**src/rtl/stack_ctx_ctrl_if.sv**
```systemverilog
// Bundle of every non-clock/reset signal around the stack context controller:
// CPU side, stack side, save/restore control and the sync RAM port.
// master = the controller; slave = the surrounding CPU, stack and RAM.
interface stack_ctx_ctrl_if #(
  parameter int WIDTH  = 18,
  parameter int DEPTH  = 16,
  parameter int ADDR_W = 10
);
  localparam int DW = $clog2(DEPTH + 2);  // holds 0..CAP where CAP = DEPTH+1

  // CPU -> controller
  logic              cpu_hold;
  logic              cpu_we;
  logic [1:0]        cpu_delta;
  logic [WIDTH-1:0]  cpu_wd;
  // controller <-> stack
  logic              stk_hold;
  logic              stk_we;
  logic [1:0]        stk_delta;
  logic [WIDTH-1:0]  stk_wd;
  logic [WIDTH-1:0]  stk_rd;
  // save/restore control and status
  logic              save_req;
  logic              rest_req;
  logic [ADDR_W-1:0] base;
  logic              busy;
  logic              done;
  logic [DW-1:0]     depth;
  logic              ovf;
  logic              unf;
  // sync RAM port, read data valid the cycle after the address
  logic [ADDR_W-1:0] mem_addr;
  logic              mem_we;
  logic [WIDTH-1:0]  mem_wdata;
  logic [WIDTH-1:0]  mem_rdata;

  modport master (
    input  cpu_hold, cpu_we, cpu_delta, cpu_wd,
    output stk_hold, stk_we, stk_delta, stk_wd,
    input  stk_rd,
    input  save_req, rest_req, base,
    output busy, done, depth, ovf, unf,
    output mem_addr, mem_we, mem_wdata,
    input  mem_rdata
  );

  modport slave (
    output cpu_hold, cpu_we, cpu_delta, cpu_wd,
    input  stk_hold, stk_we, stk_delta, stk_wd,
    output stk_rd,
    output save_req, rest_req, base,
    input  busy, done, depth, ovf, unf,
    input  mem_addr, mem_we, mem_wdata,
    output mem_rdata
  );
endinterface

```
**src/rtl/stack_ctx_ctrl.sv**
```systemverilog
// Stack context controller: passes CPU ops to a shift-register stack, tracks depth
//   with sticky ovf/unf, and saves/restores the stack to/from a 1-cycle sync RAM.
// Latency: save = count+2 cycles req->done, restore = n+3; 1 cell/cycle streaming.
// Backpressure: while busy the CPU is ignored and must stall; requests outside IDLE are dropped.
// Ports: clk, rst_n (async active-low), bus (stack_ctx_ctrl_if.master, all other signals).
module stack_ctx_ctrl #(
  parameter int WIDTH  = 18,
  parameter int DEPTH  = 16,
  parameter int ADDR_W = 10
) (
  input  logic                clk,
  input  logic                rst_n,
  stack_ctx_ctrl_if.master    bus
);
  localparam int CAP = DEPTH + 1;
  localparam int DW  = $clog2(CAP + 1);
  localparam logic [DW-1:0] CAP_V = DW'(CAP);

  typedef enum logic [2:0] {
    S_IDLE, S_SAVE, S_SAVE_N, S_R_CNT, S_R_WAIT, S_FILL, S_DONE
  } state_t;

  state_t            state, state_nxt;
  logic [DW-1:0]     depth_q;
  logic              ovf_q, unf_q;
  logic [ADDR_W-1:0] ab_q;
  logic [DW-1:0]     cnt_q;   // saved count during save, clamped fill count during restore
  logic [DW-1:0]     idx_q;   // pushes already done in FILL
  logic              inc, dec;
  logic              cpu_inc, cpu_dec;
  logic [DW-1:0]     n_clamp;

  // Saturating depth step; the flags are raised separately from the same condition.
  function automatic logic [DW-1:0] step(input logic [DW-1:0] d, input logic up, input logic dn);
    if (up && d != CAP_V) return d + 1'b1;
    if (dn && d != '0)    return d - 1'b1;
    return d;
  endfunction

  assign cpu_inc = !bus.cpu_hold && bus.cpu_delta[0] && !bus.cpu_delta[1];
  assign cpu_dec = !bus.cpu_hold && bus.cpu_delta[0] &&  bus.cpu_delta[1];
  assign n_clamp = (bus.mem_rdata > WIDTH'(CAP)) ? CAP_V : bus.mem_rdata[DW-1:0];

  assign bus.depth = depth_q;
  assign bus.ovf   = ovf_q;
  assign bus.unf   = unf_q;

  always_ff @(posedge clk or negedge rst_n) begin
    if (!rst_n) begin
      state   <= S_IDLE;
      depth_q <= '0;
      ovf_q   <= 1'b0;
      unf_q   <= 1'b0;
      ab_q    <= '0;
      cnt_q   <= '0;
      idx_q   <= '0;
    end else begin
      state   <= state_nxt;
      depth_q <= step(depth_q, inc, dec);
      ovf_q   <= ovf_q | (inc && depth_q == CAP_V);
      unf_q   <= unf_q | (dec && depth_q == '0);
      // Count latched after any CPU op in the same cycle so the saved header matches.
      if (state == S_IDLE && (bus.save_req || bus.rest_req)) begin
        ab_q  <= bus.base;
        cnt_q <= step(depth_q, inc, dec);
      end
      if (state == S_R_WAIT) begin
        cnt_q <= n_clamp;
        idx_q <= '0;
      end
      if (state == S_FILL) idx_q <= idx_q + 1'b1;
    end
  end

  always_comb begin
    state_nxt     = state;
    bus.stk_hold  = 1'b0;
    bus.stk_we    = 1'b0;
    bus.stk_delta = 2'b00;
    bus.stk_wd    = '0;
    bus.mem_addr  = ab_q;
    bus.mem_we    = 1'b0;
    bus.mem_wdata = '0;
    bus.busy      = 1'b0;
    bus.done      = 1'b0;
    inc           = 1'b0;
    dec           = 1'b0;
    case (state)
      S_IDLE, S_DONE: begin
        bus.stk_hold  = bus.cpu_hold;
        bus.stk_we    = bus.cpu_we;
        bus.stk_delta = bus.cpu_delta;
        bus.stk_wd    = bus.cpu_wd;
        inc           = cpu_inc;
        dec           = cpu_dec;
        if (state == S_DONE) begin
          bus.done  = 1'b1;
          state_nxt = S_IDLE;
        end else if (bus.save_req) begin
          state_nxt = (step(depth_q, cpu_inc, cpu_dec) == '0) ? S_SAVE_N : S_SAVE;
        end else if (bus.rest_req) begin
          state_nxt = S_R_CNT;
        end
      end
      S_SAVE: begin
        // Top goes to the highest address, so bottom ends up at ab+1.
        bus.busy      = 1'b1;
        bus.mem_we    = 1'b1;
        bus.mem_addr  = ab_q + ADDR_W'(depth_q);
        bus.mem_wdata = bus.stk_rd;
        bus.stk_delta = 2'b11;
        dec           = 1'b1;
        if (depth_q == DW'(1)) state_nxt = S_SAVE_N;
      end
      S_SAVE_N: begin
        bus.busy      = 1'b1;
        bus.mem_we    = 1'b1;
        bus.mem_wdata = WIDTH'(cnt_q);
        state_nxt     = S_DONE;
      end
      S_R_CNT: begin
        bus.busy  = 1'b1;
        state_nxt = S_R_WAIT;
      end
      S_R_WAIT: begin
        // First cell's read is issued while the count is arriving.
        bus.busy     = 1'b1;
        bus.mem_addr = ab_q + ADDR_W'(1);
        state_nxt    = (n_clamp == '0) ? S_DONE : S_FILL;
      end
      S_FILL: begin
        // Push the cell read last cycle, read one ahead (the final read-ahead is unused).
        bus.busy      = 1'b1;
        bus.mem_addr  = ab_q + ADDR_W'(idx_q) + ADDR_W'(2);
        bus.stk_we    = 1'b1;
        bus.stk_delta = 2'b01;
        bus.stk_wd    = bus.mem_rdata;
        inc           = 1'b1;
        if (idx_q == cnt_q - 1'b1) state_nxt = S_DONE;
      end
      default: state_nxt = S_IDLE;
    endcase
  end
endmodule
```
**src/flat_wrapper.sv**
```systemverilog
// flat-port wrapper written by rule: the top's interface ports become plain ports
module stack_ctx_ctrl_flat 
#(
  parameter int WIDTH  = 18,
  parameter int DEPTH  = 16,
  parameter int ADDR_W = 10
)
  (clk, rst_n, bus_cpu_hold, bus_cpu_we, bus_cpu_delta, bus_cpu_wd, bus_stk_hold, bus_stk_we, bus_stk_delta, bus_stk_wd, bus_stk_rd, bus_save_req, bus_rest_req, bus_base, bus_busy, bus_done, bus_depth, bus_ovf, bus_unf, bus_mem_addr, bus_mem_we, bus_mem_wdata, bus_mem_rdata);
  stack_ctx_ctrl_if #(.WIDTH(WIDTH), .DEPTH(DEPTH), .ADDR_W(ADDR_W)) bus_i ();
  input  logic clk;
  input  logic rst_n;
  input wire logic [$bits(bus_i.cpu_hold)-1:0] bus_cpu_hold;
  input wire logic [$bits(bus_i.cpu_we)-1:0] bus_cpu_we;
  input wire logic [$bits(bus_i.cpu_delta)-1:0] bus_cpu_delta;
  input wire logic [$bits(bus_i.cpu_wd)-1:0] bus_cpu_wd;
  output wire logic [$bits(bus_i.stk_hold)-1:0] bus_stk_hold;
  output wire logic [$bits(bus_i.stk_we)-1:0] bus_stk_we;
  output wire logic [$bits(bus_i.stk_delta)-1:0] bus_stk_delta;
  output wire logic [$bits(bus_i.stk_wd)-1:0] bus_stk_wd;
  input wire logic [$bits(bus_i.stk_rd)-1:0] bus_stk_rd;
  input wire logic [$bits(bus_i.save_req)-1:0] bus_save_req;
  input wire logic [$bits(bus_i.rest_req)-1:0] bus_rest_req;
  input wire logic [$bits(bus_i.base)-1:0] bus_base;
  output wire logic [$bits(bus_i.busy)-1:0] bus_busy;
  output wire logic [$bits(bus_i.done)-1:0] bus_done;
  output wire logic [$bits(bus_i.depth)-1:0] bus_depth;
  output wire logic [$bits(bus_i.ovf)-1:0] bus_ovf;
  output wire logic [$bits(bus_i.unf)-1:0] bus_unf;
  output wire logic [$bits(bus_i.mem_addr)-1:0] bus_mem_addr;
  output wire logic [$bits(bus_i.mem_we)-1:0] bus_mem_we;
  output wire logic [$bits(bus_i.mem_wdata)-1:0] bus_mem_wdata;
  input wire logic [$bits(bus_i.mem_rdata)-1:0] bus_mem_rdata;
  assign bus_i.cpu_hold = bus_cpu_hold;
  assign bus_i.cpu_we = bus_cpu_we;
  assign bus_i.cpu_delta = bus_cpu_delta;
  assign bus_i.cpu_wd = bus_cpu_wd;
  assign bus_stk_hold = bus_i.stk_hold;
  assign bus_stk_we = bus_i.stk_we;
  assign bus_stk_delta = bus_i.stk_delta;
  assign bus_stk_wd = bus_i.stk_wd;
  assign bus_i.stk_rd = bus_stk_rd;
  assign bus_i.save_req = bus_save_req;
  assign bus_i.rest_req = bus_rest_req;
  assign bus_i.base = bus_base;
  assign bus_busy = bus_i.busy;
  assign bus_done = bus_i.done;
  assign bus_depth = bus_i.depth;
  assign bus_ovf = bus_i.ovf;
  assign bus_unf = bus_i.unf;
  assign bus_mem_addr = bus_i.mem_addr;
  assign bus_mem_we = bus_i.mem_we;
  assign bus_mem_wdata = bus_i.mem_wdata;
  assign bus_i.mem_rdata = bus_mem_rdata;
  stack_ctx_ctrl #(.WIDTH(WIDTH), .DEPTH(DEPTH), .ADDR_W(ADDR_W)) u_core (.clk(clk), .rst_n(rst_n), .bus(bus_i));
endmodule
```
**config.mk**
```make
export PLATFORM = sky130hd
export DESIGN_NAME = stack_ctx_ctrl_flat
export DESIGN_NICKNAME = d
export VERILOG_FILES = /design/src/rtl/stack_ctx_ctrl_if.sv /design/src/rtl/stack_ctx_ctrl.sv /design/src/flat_wrapper.sv
export SDC_FILE = /design/constraint.sdc
export NUM_CORES = 1
export LEC_CHECK = 0
export ABC_AREA = 1
export CORE_AREA = 2 2 110 80
export CTS_CLUSTER_DIAMETER = 50
export CTS_CLUSTER_SIZE = 16
export DETAILED_ROUTE_END_ITERATION = 10
export DIE_AREA = 0 0 112 82
export PLACE_DENSITY_LB_ADDON = 0.12
export SETUP_SLACK_MARGIN = 0.1
export SLEW_MARGIN = 30
export SYNTH_ARGS = -nofsm -noshare
export SYNTH_HDL_FRONTEND = slang
export SYNTH_SLANG_ARGS = --single-unit
```
**constraint.sdc**
```tcl
create_clock -name clk -period 8.51 [get_ports clk]
set_clock_uncertainty 0.2 [all_clocks]
set_input_delay 0.851 -clock clk [delete_from_list [all_inputs] [get_ports clk]]
set_output_delay 0.851 -clock clk [all_outputs]
set_load 0.1 [all_outputs]
```
## After elaboration in Yosys (flattened, before gate mapping)

Cells that the tools add are included.

- Add/sub/neg operators: 8
- $mul: 0
- Divide/modulo/power cells: 0
- $lt $le $gt $ge: 1
- Eq/ne operators: 13
- Shift-type cells: 0
- Multiplexer cells: 53
- Bitwise logic cells: 2
- Reductions and logical operators: 25

Operators with widths:

| cell | number |
|---|---|
| 5-bit 2-to-1 mux | 18 |
| 18-bit case mux with 2 select lines | 2 |
| 10-bit case mux with 3 select lines | 1 |
| 10-bit by 5-bit adder with 10-bit output | 2 |
| 1-bit 2-to-1 mux | 20 |
| 18-bit by 5-bit greater-than comparator with 1-bit output, second input constant | 1 |
| 3-bit case mux with 6 select lines | 1 |
| 5-bit logical NOT | 3 |
| 3-bit 2-to-1 mux | 5 |
| 10-bit by 1-bit adder with 10-bit output, second input constant | 1 |
| 10-bit by 2-bit adder with 10-bit output, second input constant | 1 |
| 5-bit by 1-bit adder with 5-bit output, second input constant | 2 |
| 1-bit logical AND | 10 |
| 5-bit by 1-bit subtractor with 5-bit output, second input constant | 2 |
| 3-bit equality test, second input constant | 3 |
| 3-bit by 2-bit equality test with 1-bit output, second input constant | 2 |
| 1-bit case mux with 2 select lines | 3 |
| 2-bit case mux with 3 select lines | 1 |
| 2-bit nonzero test | 3 |
| 5-bit by 1-bit equality test with 1-bit output, second input constant | 1 |
| 5-bit equality test | 1 |
| 5-bit equality test, second input constant | 1 |
| 5-bit inequality test, second input constant | 1 |
| 5-bit nonzero test | 1 |
| other kinds (12) | 16 |

- Bits in registers: 30
- Bits in latches: 0
- Bits in writable memories: 0
- Bits in read-only memories: 0
- Output and inout bits: 60
- Word-level logic and storage cells: 109
- Memories: 0

## Longest topological paths before layout

Gate-level depths: netlist (run 1).

- Depth after elaboration: 22
- Depth in mapped cells: 16
- Depth with buffers taken out: 16

## Worst setup path before layout (run 1)

OpenSTA, ideal clock, no wires.

- Kind: flip-flop to output port
- From: reg u_core.depth_q[0] (netlist: u_core.bus.depth[0])
- To: out bus_mem_addr[4]
- Arrival: 3883 ps
- Data required time: 7459 ps
- Path slack: 3576 ps
- Stages on the path, launching flop included: 9
- Cells stage by stage: dfrtp_1 inv_1 nand2_1 ha_1 inv_1 fa_1 o21ai_0 nor2_1 o221ai_1

- Longest elaborated chain between the ends: 2

RTL lines:

| item | line | text |
|---|---|---|
| from (decl) | stack_ctx_ctrl.sv:24 | `logic [DW-1:0] depth_q;` |
| from (signal assigned) | stack_ctx_ctrl.sv:59 | `depth_q <= step(depth_q, inc, dec);` |
| 10-bit by 5-bit adder with 10-bit output | stack_ctx_ctrl.sv:109 | `bus.mem_addr = ab_q + ADDR_W'(depth_q);` |
| 10-bit case mux with 3 select lines | stack_ctx_ctrl.sv:88 | `case (state)` |
| to (decl) | flat_wrapper.sv:29 | `output wire logic [$bits(bus_i.mem_addr)-1:0] bus_mem_addr;` |

No other way between the ends.

## Worst setup path in the final report (run 1)

- From: reg u_core.state[2]
- To: out bus_mem_addr[8]

- Longest elaborated chain between the ends: 2
- Elaborated cells between the ends (all ways): 4
- Classes of those cells: eq/ne: 3; mux: 1

RTL lines:

| item | line | text |
|---|---|---|
| from (decl) | stack_ctx_ctrl.sv:23 | `state_t state, state_nxt;` |
| from (signal assigned) | stack_ctx_ctrl.sv:58 | `state <= state_nxt;` |
| 3-bit equality test / 3-bit by 1-bit equality test with 1-bit output (equally long branches) | stack_ctx_ctrl.sv:88 |  |
| 10-bit case mux with 3 select lines * | stack_ctx_ctrl.sv:88 |  |

Mark *: on every way between the ends. The rest lies on a longest branch, timed or not.

==> impl_metrics.csv, run 1 <==
group,metric,value,unit
die,die_width,112,um
die,die_area,0.009184,mm^2
yosys,ys_seq_area_share,23.74,%
clocking,htreeDepth,2,
clocking,numCtsBuffers,5,
grt,track_usage,22.45,%
clocking,clk_pin_slew,0.05,ns
yosys,synth_seq_cells,30,
final_layout,stdcell_area,0.004720,mm^2
detailed_routing,drc_errors,0,
clocking,cts.path.max_buffers,2,
sta,tns,0,ns
die,core_area,0.008198,mm^2
final_layout,drive_gt1_share,8.731,%
placement,dpl.hpwl,8608,um
critical_path,r2r_slack,5.91,ns
critical_path,critPathSlowestCell,"clkdlybuf4s50_1",
yosys,yosysTopAreaCell,"dfrtp_1",
critical_path,critPathMaxFanout,12,
clocking,cts_tree,"built",
sta,finalHoldViolCount,0,
critical_path,path_delay_family,"buffers and inverters",
detailed_routing,first_pass_iters,5,
die,fp.dieH,82,um
grt,grt_max_degree,31,
final_layout,post-route-util,57.57,%
yosys,yosys.area.top_type_share,23.74,%
clocking,cts_hold_buffers,0,
placement,portBuffers,131,
critical_path,critical_path_required,7.46,ns
critical_path,arrival,4.28,ns
sta,timing.fmax,0.1877,GHz
critical_path,path_cells,"nand2_4 -> nor2_4 -> inv_2 -> nand2_1 -> ha_1 -> inv_1 -> fa_1 -> o21ai_0 -> nand2_1 -> a21oi_1 -> a21oi_1 -> o21ai_2 -> clkdlybuf4s50_1",
critical_path,r2r-end,"u_core.cnt_q[3]",
die,ios,132,
sta,tightestPinTransition,1.007,ns
detailed_routing,vias_per_cell,5.145,
sta,rsz0062_at_grt,"false",
critical_path,end_kind,"output pin",
final_layout,diodes,0,
yosys,yosysMostFrequentCell,"nand2_1",
detailed_routing,vias,3663,
placement,place_congestion,0.8950,
die,start_util,38.57,%
clocking,cts_resized,0,
critical_path,reg2reg_depth,11,
final_layout,fin_cells,712,
yosys,synth.avg_cell_area,6.642,um^2
job,drv_cap,0,
final_layout,synthToLayoutAreaGrowth,49.27,%
yosys,synth_flop_cell,"dfrtp_1",
final_layout,nFillCells,805,
yosys,synth_edf_count,0,
final_layout,regArea,750.7,um^2
critical_path,timing.rr.start,"u_core.state[0]",
outcome,status,"finished, final reports clean",
critical_path,cp-start-kind,"register",
clocking,clkLatencyLatePin,0.28,ns
placement,post-place-cells,704,
placement,place_area,0.004568,mm^2
final_layout,multi_input_area,0.002076,mm^2
yosys,ys_async_sr_fraction,100.0,%
detailed_routing,ant_nets,0,
final_layout,nets,703,
grt,grt_pass1_wl,16340,um
detailed_routing,routed_wl,10690,um
critical_path,path_depth,13,
critical_path,critPathBufInv,3,
grt,first_global_vias,3232,
sta,period_share,62.59,%
die,placementRows,28,
critical_path,endpoint,"bus_mem_addr[8]",
clocking,cts_root_buf,"clkbuf_16",
critical_path,crit_type,"reg2out",
hold_path,hold_path_class,"reg2reg",
yosys,synth_fp_nets,573,
yosys,yosys_warnings,0,
critical_path,setup.worst_path.start,"u_core.state[2]",
yosys,syn_area,0.003162,mm^2
sta,finalCriticalPeriod,5.326,ns
sta,slew_headroom,32.68,%
clocking,cts_sinks,30,
yosys,synth.area.top_cells,"dfrtp_1 24%, nand2_1 16%, ha_1 9.1%",
clocking,post_cts_buffers,0,
yosys,ys_types,41,
critical_path,cpPeakStageDelay,1.13,ns
yosys,synth_cells,476,
grt,antenna_found_initial,0,
grt,grt_overflow,0,
sta,slew_viol_final,0,
detailed_routing,wl_per_cell,15.01,um
yosys,synth_commonest_cells,"135 x nand2_1, 65 x inv_1, 42 x nor2_1",
sta,setup_viol,0,
detailed_routing,dr.first_iter.drc_count,303,
==> layer usage <==
metal | up-vias | routed length, um | share of wire [%] | global-route usage [%]
li1 | 1818 | - | - | -
met1 | 1656 | 5119 | 48 | 32.30
met2 | 170 | 4471 | 42 | 33.94
met3 | 19 | 914 | 8.6 | 4.945
met4 | 0 | 184 | 1.7 | 6.341
met5 | - | 0 | 0 | 0
==> how the worst min path moves through the flow <==
stage,slack (ns),to,cells after the start,startpoint
after global routing,0.31,u_core.bus.ovf,1,u_core.bus.ovf
after global placement,0.26,u_core.bus.ovf,1,u_core.bus.ovf
after detailed placement,0.26,u_core.bus.unf,1,u_core.bus.unf
final,0.27,u_core.bus.ovf,1,u_core.bus.ovf
after floorplan,0.27,u_core.cnt_q[1],2,u_core.cnt_q[1]
after CTS,0.28,u_core.bus.ovf,1,u_core.bus.ovf
==> layout make-up <==
type                    count  area share [%]
multi-input cells         360           43.98
repair buffers            132           27.94
flip-flops and latches     30           15.91
inverters                  77           6.177
clock buffers               6           2.943
well taps                 105           2.784
clock inverters             2          0.2651
==> cells by family (layout without fill, tap and decap cells) <==
logic type / Yosys count / after routing / synth area share (%)
compound gates: 81 / 81 / 17.41
buf+inv: 86 / 217 / 10.61
flops: 30 / 30 / 23.74
fa+ha+maj: 25 / 25 / 10.37
xor+xnor: 13 / 13 / 3.601
simple gates: 241 / 241 / 34.27
==> per-stage QoR <==
step | hold slack [ns] | setup WS (ns)
6_report | 0.2699 | 3.184
5_1_grt | 0.3077 | 2.948
4_1_cts | 0.2773 | 3.200
3_5_place_dp | 0.2577 | 3.507
3_3_place_gp | 0.2634 | 3.594
2_1_floorplan | 0.2651 | 3.576
==> worst reg2reg max path: stages (launching register included) <==
cell	delay, ns
dfrtp_1	0.42
inv_2	0.10
nor2_4	0.28
inv_2	0.16
nor2_4	0.39
inv_2	0.28
nand2_2	0.17
nand2_4	0.09
nand2_2	0.12
o22ai_2	0.07
nor2_2	0.14
o21ai_2	0.06
==> registers in the layout (all words and copies together) (netlist names) <==
signal	flops
u_core.cnt_q	5
u_core.bus.ovf	1
u_core.bus.unf	1
u_core.bus.depth	5
u_core.state	3
u_core.idx_q	5
u_core.ab_q	10
==> cell usage in the layout, fill, tap and decap left out, types with 3 or more instances in the layout <==
master	Yosys	routed
nand2_1	135	135
clkdlybuf4s50_1	0	131
inv_1	65	65
nor2_1	42	42
nand3_1	35	35
dfrtp_1	30	30
o21ai_0	23	23
ha_1	23	23
a21oi_1	18	18
inv_2	11	11
a32o_1	8	8
xor2_1	7	7
o211ai_1	6	6
xnor2_1	6	6
nand2_4	5	5
o21ai_2	5	5
nand4_1	5	5
clkbuf_16	0	5
nand2_2	4	4
nor2_2	4	4
nor2_4	3	3
nand3_2	3	3
a22o_1	3	3
o221ai_1	3	3
a22oi_1	3	3
Power of run 1 is not shown: default switching activity piles up to over one toggle a cycle in this logic, so the estimate is an artifact.
==> run 2, diff against run 1 <==
==> constraint.sdc (replaced) <==
create_clock -name clk -period 4.7 [get_ports clk]
set_clock_uncertainty 0.2 [all_clocks]
set_input_delay 0.47 -clock clk [delete_from_list [all_inputs] [get_ports clk]]
set_output_delay 0.47 -clock clk [all_outputs]
set_load 0.1 [all_outputs]
==> run 2 against run 1 <==
Utilization increased by 0.061 points; worst hold slack improved by 0.0043 ns; cell area rose by 0.11%; critical endpoint unchanged; global-route usage grew 0.42 points; largest cell class unchanged; via count shrank 0.41%; non-clock buffer count did not move; register-to-register slack got worse by 3.8 ns; sequential share of layout area hardly changed; final cell count unchanged; sequential cell count stayed put; setup slack lost 2.6 ns; routed wire length is 0.75% lower; critical path type unchanged.
==> impl_metrics.csv, run 2 (same netlist as run 1, synthesis figures left out) <==
group,metric,value,unit
final_layout,top_register,"u_core.ab_q",
final_layout,largest_register_ffs,10,
grt,track_usage,22.88,%
detailed_routing,wl_per_cell,14.90,um
critical_path,critPathMaxFanout,12,
grt,grt_overflow,0,
die,core_area,0.008198,mm^2
sta,tightestPinTransition,1.001,ns
grt,antenna_found_initial,0,
critical_path,cp-start-kind,"register",
sta,slew_headroom,33.03,%
clocking,post_cts_buffers,0,
detailed_routing,vias,3648,
final_layout,nets,703,
final_layout,drive_gt1_share,11.53,%
job,drv_cap,0,
placement,dpl.hpwl,8624,um
grt,grt_max_degree,31,
detailed_routing,routed_wl,10610,um
sta,setup_viol,0,
detailed_routing,drc_errors,0,
clocking,cts_hold_buffers,0,
clocking,clk_pin_slew,0.05,ns
final_layout,multi_input_area,0.002076,mm^2
grt,grt_pass1_wl,16770,um
clocking,numCtsBuffers,5,
clocking,clkLatencyLatePin,0.28,ns
sta,slew_viol_final,0,
critical_path,critical_path_required,4.03,ns
die,die_width,112,um
die,placementRows,28,
critical_path,crit_type,"reg2out",
sta,tns,0,ns
hold_path,hold_path_class,"reg2reg",
critical_path,arrival,3.42,ns
die,die_area,0.009184,mm^2
sta,period_share,86.96,%
detailed_routing,first_pass_iters,5,
final_layout,diodes,0,
sta,timing.fmax,0.2447,GHz
placement,place_congestion,0.9890,
final_layout,final_cell_mix,"135 x nand2_1, 114 x clkdlybuf4s50_1, 65 x inv_1, 42 x nor2_1, 35 x nand3_1",
die,ios,132,
sta,finalCriticalPeriod,4.087,ns
sta,finalHoldViolCount,0,
detailed_routing,dr.first_iter.drc_count,313,
clocking,cts_resized,0,
final_layout,nFillCells,764,
critical_path,end_kind,"output pin",
die,fp.dieH,82,um
die,start_util,38.57,%
detailed_routing,vias_per_cell,5.124,
clocking,cts_tree,"built",
outcome,status,"finished, final reports clean",
final_layout,synthToLayoutAreaGrowth,49.43,%
critical_path,r2r_slack,2.14,ns
placement,portBuffers,131,
final_layout,regArea,750.7,um^2
clocking,cts.path.max_buffers,2,
grt,first_global_vias,3302,
clocking,cts_sinks,30,
clocking,cts_root_buf,"clkbuf_16",
sta,rsz0062_at_grt,"false",
detailed_routing,ant_nets,0,
final_layout,final_common_cell,"nand2_1",
clocking,htreeDepth,2,
## run 2: final timing paths
path                                 start         endpoint  cells past startpoint
max                        u_core.state[2]  bus_mem_addr[8]                     13
min                         u_core.bus.ovf   u_core.bus.ovf                      1
max reg2reg                u_core.state[0]  u_core.cnt_q[3]                     11
min reg2reg                 u_core.bus.ovf   u_core.bus.ovf                      1
max in group asynchronous            rst_n  u_core.idx_q[2]                      2
min in group asynchronous            rst_n   u_core.ab_q[8]                      2
## run 2: per-stage QoR
| step | hold slack [ns] | std cells | setup WS (ns) | util (%) | cell area (um^2) |
|---|---|---|---|---|---|
| global placement | 0.2645 | 704 | 1.028 | 55.20 | 4526 |
| CTS | 0.2781 | 712 | 0.6462 | 57.63 | 4725 |
| global route | 0.3122 | 712 | 0.3702 | 57.63 | 4725 |
| floorplan | -0.02559 | 476 | 0.1469 | - | 3162 |
| finish | 0.2742 | 712 | 0.6129 | 57.63 | 4725 |
| detailed placement | 0.2653 | 704 | 0.9558 | 55.20 | 4526 |
## run 2: critical path, cell delays in order (launching register included)
cell and delay (ns):
dfrtp_1 0.72, nand2_4 0.17, nor2_4 0.23, inv_2 0.11, nand2_1 0.07, ha_1 0.17, inv_1 0.05, fa_1 0.39
o21ai_0 0.24, nand2_1 0.13, a21oi_1 0.28, a21oi_1 0.13, o21ai_2 0.14, buf_4 0.29
## run 2: area by class of cell
type,instances,area share (%)
multi-input combinational,360,43.94
clock inverter,2,1.271
tap,105,2.781
sequential,30,15.89
clock buffer,6,2.940
timing repair buffer,132,27.01
inverter,77,6.171
## run 2: metal layers
| metal | vias to the layer above | track usage, % | wire [um] |
|---|---|---|---|
| met5 | - | 0 | 0 |
| met4 | 0 | 6.829 | 188 |
| met3 | 18 | 5.166 | 989 |
| met2 | 163 | 34.36 | 4394 |
| met1 | 1651 | 32.87 | 5038 |
| li1 | 1816 | - | - |
Power of run 2 is left out for the same reason.
==> run 3, diff against run 2 <==
--- a/config.mk
+++ b/config.mk
@@ -11,6 +11,7 @@
 export CTS_CLUSTER_SIZE = 16
 export DETAILED_ROUTE_END_ITERATION = 10
 export DIE_AREA = 0 0 112 82
+export DONT_BUFFER_PORTS = 1
 export PLACE_DENSITY_LB_ADDON = 0.12
 export SETUP_SLACK_MARGIN = 0.1
 export SLEW_MARGIN = 30
==> run 3 against run 2 <==
Via count fell by 12%; highest routed layer unchanged; routed wire length decreased by 4.0%; non-clock buffer count decreased by 113; final cell count is 16% lower; register-to-register slack got worse by 0.22 ns; cell area fell by 18%; sequential cell count stayed put; global-route usage fell by 0.94 points; critical path type unchanged.
==> impl_metrics.csv, run 3 (same netlist as run 1, synthesis figures left out) <==
group,metric,value,unit
critical_path,setup.worst_path.start,"u_core.state[2]",
die,die_width,112,um
final_layout,top_register,"u_core.ab_q",
detailed_routing,routed_wl,10180,um
hold_path,hold_path_class,"in2reg",
placement,dpl.hpwl,8397,um
die,start_util,38.57,%
die,core_area,0.008198,mm^2
clocking,htreeDepth,2,
clocking,numCtsBuffers,5,
critical_path,critical_path_required,4.03,ns
critical_path,timing.rr.start,"u_core.state[0]",
grt,grt_max_degree,31,
final_layout,final_common_cell,"nand2_1",
sta,finalHoldViolCount,0,
grt,grt_pass1_wl,15690,um
critical_path,end_kind,"output pin",
final_layout,largest_register_ffs,10,
critical_path,cpPeakStageDelay,0.74,ns
sta,period_share,87.18,%
critical_path,r2r_slack,1.92,ns
clocking,cts_root_buf,"clkbuf_16",
clocking,cts_sinks,30,
sta,timing.fmax,0.2440,GHz
final_layout,synthToLayoutAreaGrowth,21.96,%
grt,track_usage,21.93,%
final_layout,final_cell_mix,"135 x nand2_1, 65 x inv_1, 34 x nand3_1, 30 x dfrtp_1, 28 x nor2_1",
placement,place_congestion,0.9594,
clocking,cts_tree,"built",
critical_path,cp-start-kind,"register",
sta,rsz0062_at_grt,"false",
detailed_routing,first_pass_iters,5,
die,placementRows,28,
detailed_routing,drc_errors,0,
detailed_routing,wl_per_cell,17.00,um
die,die_area,0.009184,mm^2
detailed_routing,vias,3217,
sta,finalCriticalPeriod,4.098,ns
sta,tns,0,ns
critical_path,path_cells,"nand2_4 -> nor2_4 -> inv_2 -> nand2_1 -> ha_1 -> inv_1 -> fa_1 -> o21ai_0 -> nand2_1 -> a21oi_1 -> a21oi_1 -> o21ai_2 -> buf_4",
hold_path,hp-start,"bus_base[4]",
clocking,cts_resized,0,
detailed_routing,vias_per_cell,5.371,
clocking,cts_hold_buffers,2,
grt,first_global_vias,2960,
critical_path,arrival,3.43,ns
clocking,post_cts_buffers,0,
final_layout,nets,590,
sta,slew_viol_final,0,
final_layout,diodes,0,
sta,slew_headroom,31.07,%
critical_path,critPathSlowestCell,"dfrtp_1",
grt,antenna_found_initial,0,
clocking,clk_pin_slew,0.05,ns
detailed_routing,dr.first_iter.drc_count,182,
grt,grt_overflow,0,
critical_path,critPathMaxFanout,12,
critical_path,path_delay_family,"compound AO/OA/AOI/OAI gates",
detailed_routing,ant_nets,0,
outcome,status,"finished, final reports clean",
die,fp.dieH,82,um
critical_path,critPathBufInv,3,
sta,fin_hold_ws,0.1013,ns
die,ios,132,
sta,setup_viol,0,
critical_path,crit_type,"reg2out",
clocking,clkLatencyLatePin,0.28,ns
final_layout,post-route-util,47.04,%
placement,portBuffers,0,
sta,tightestPinTransition,1.040,ns
job,drv_cap,0,
clocking,cts.path.max_buffers,2,
final_layout,drive_gt1_share,20.85,%
## run 3: path summary, 6_finish.rpt
| path | cells past startpoint | to |
|---|---|---|
| worst min-delay path | 2 | u_core.ab_q[4] |
| worst max register to register | 11 | u_core.cnt_q[3] |
| min in group asynchronous | 2 | u_core.bus.depth[2] |
| worst max-delay path | 13 | bus_mem_addr[8] |
| max in group asynchronous | 2 | u_core.idx_q[4] |
| worst min register to register | 2 | u_core.cnt_q[1] |
## run 3: routing by layer
layer  vias up  global-route usage (%)  wire length [um]
met5         -                       0                 0
li1       1593                       -                 -
met3        10                   4.502               756
met1      1470                   31.68              4799
met4         0                   4.634               155
met2       144                   34.00              4470
## run 3: metrics by stage
| stage | instances | worst slack (ns) | instance area [um^2] |
|---|---|---|---|
| after floorplan | 476 | 0.1469 | 3162 |
| after global placement | 589 | 1.002 | 3522 |
| after detailed placement | 589 | 0.9198 | 3674 |
| after CTS | 599 | 0.6181 | 3855 |
| after global routing | 599 | 0.2737 | 3856 |
| final | 599 | 0.6025 | 3856 |
## run 3: cell type report
type                            instances  area [um^2]
Clock buffer                            6        138.9
Clock inverter                          2        12.51
Fill cell                             834         4342
Inverter                               77        291.5
Multi-Input combinational cell        360         2333
Sequential cell                        30        750.7
Tap cell                              105        131.4
Timing Repair Buffer                   19        197.7
Power of run 3 is left out for the same reason.
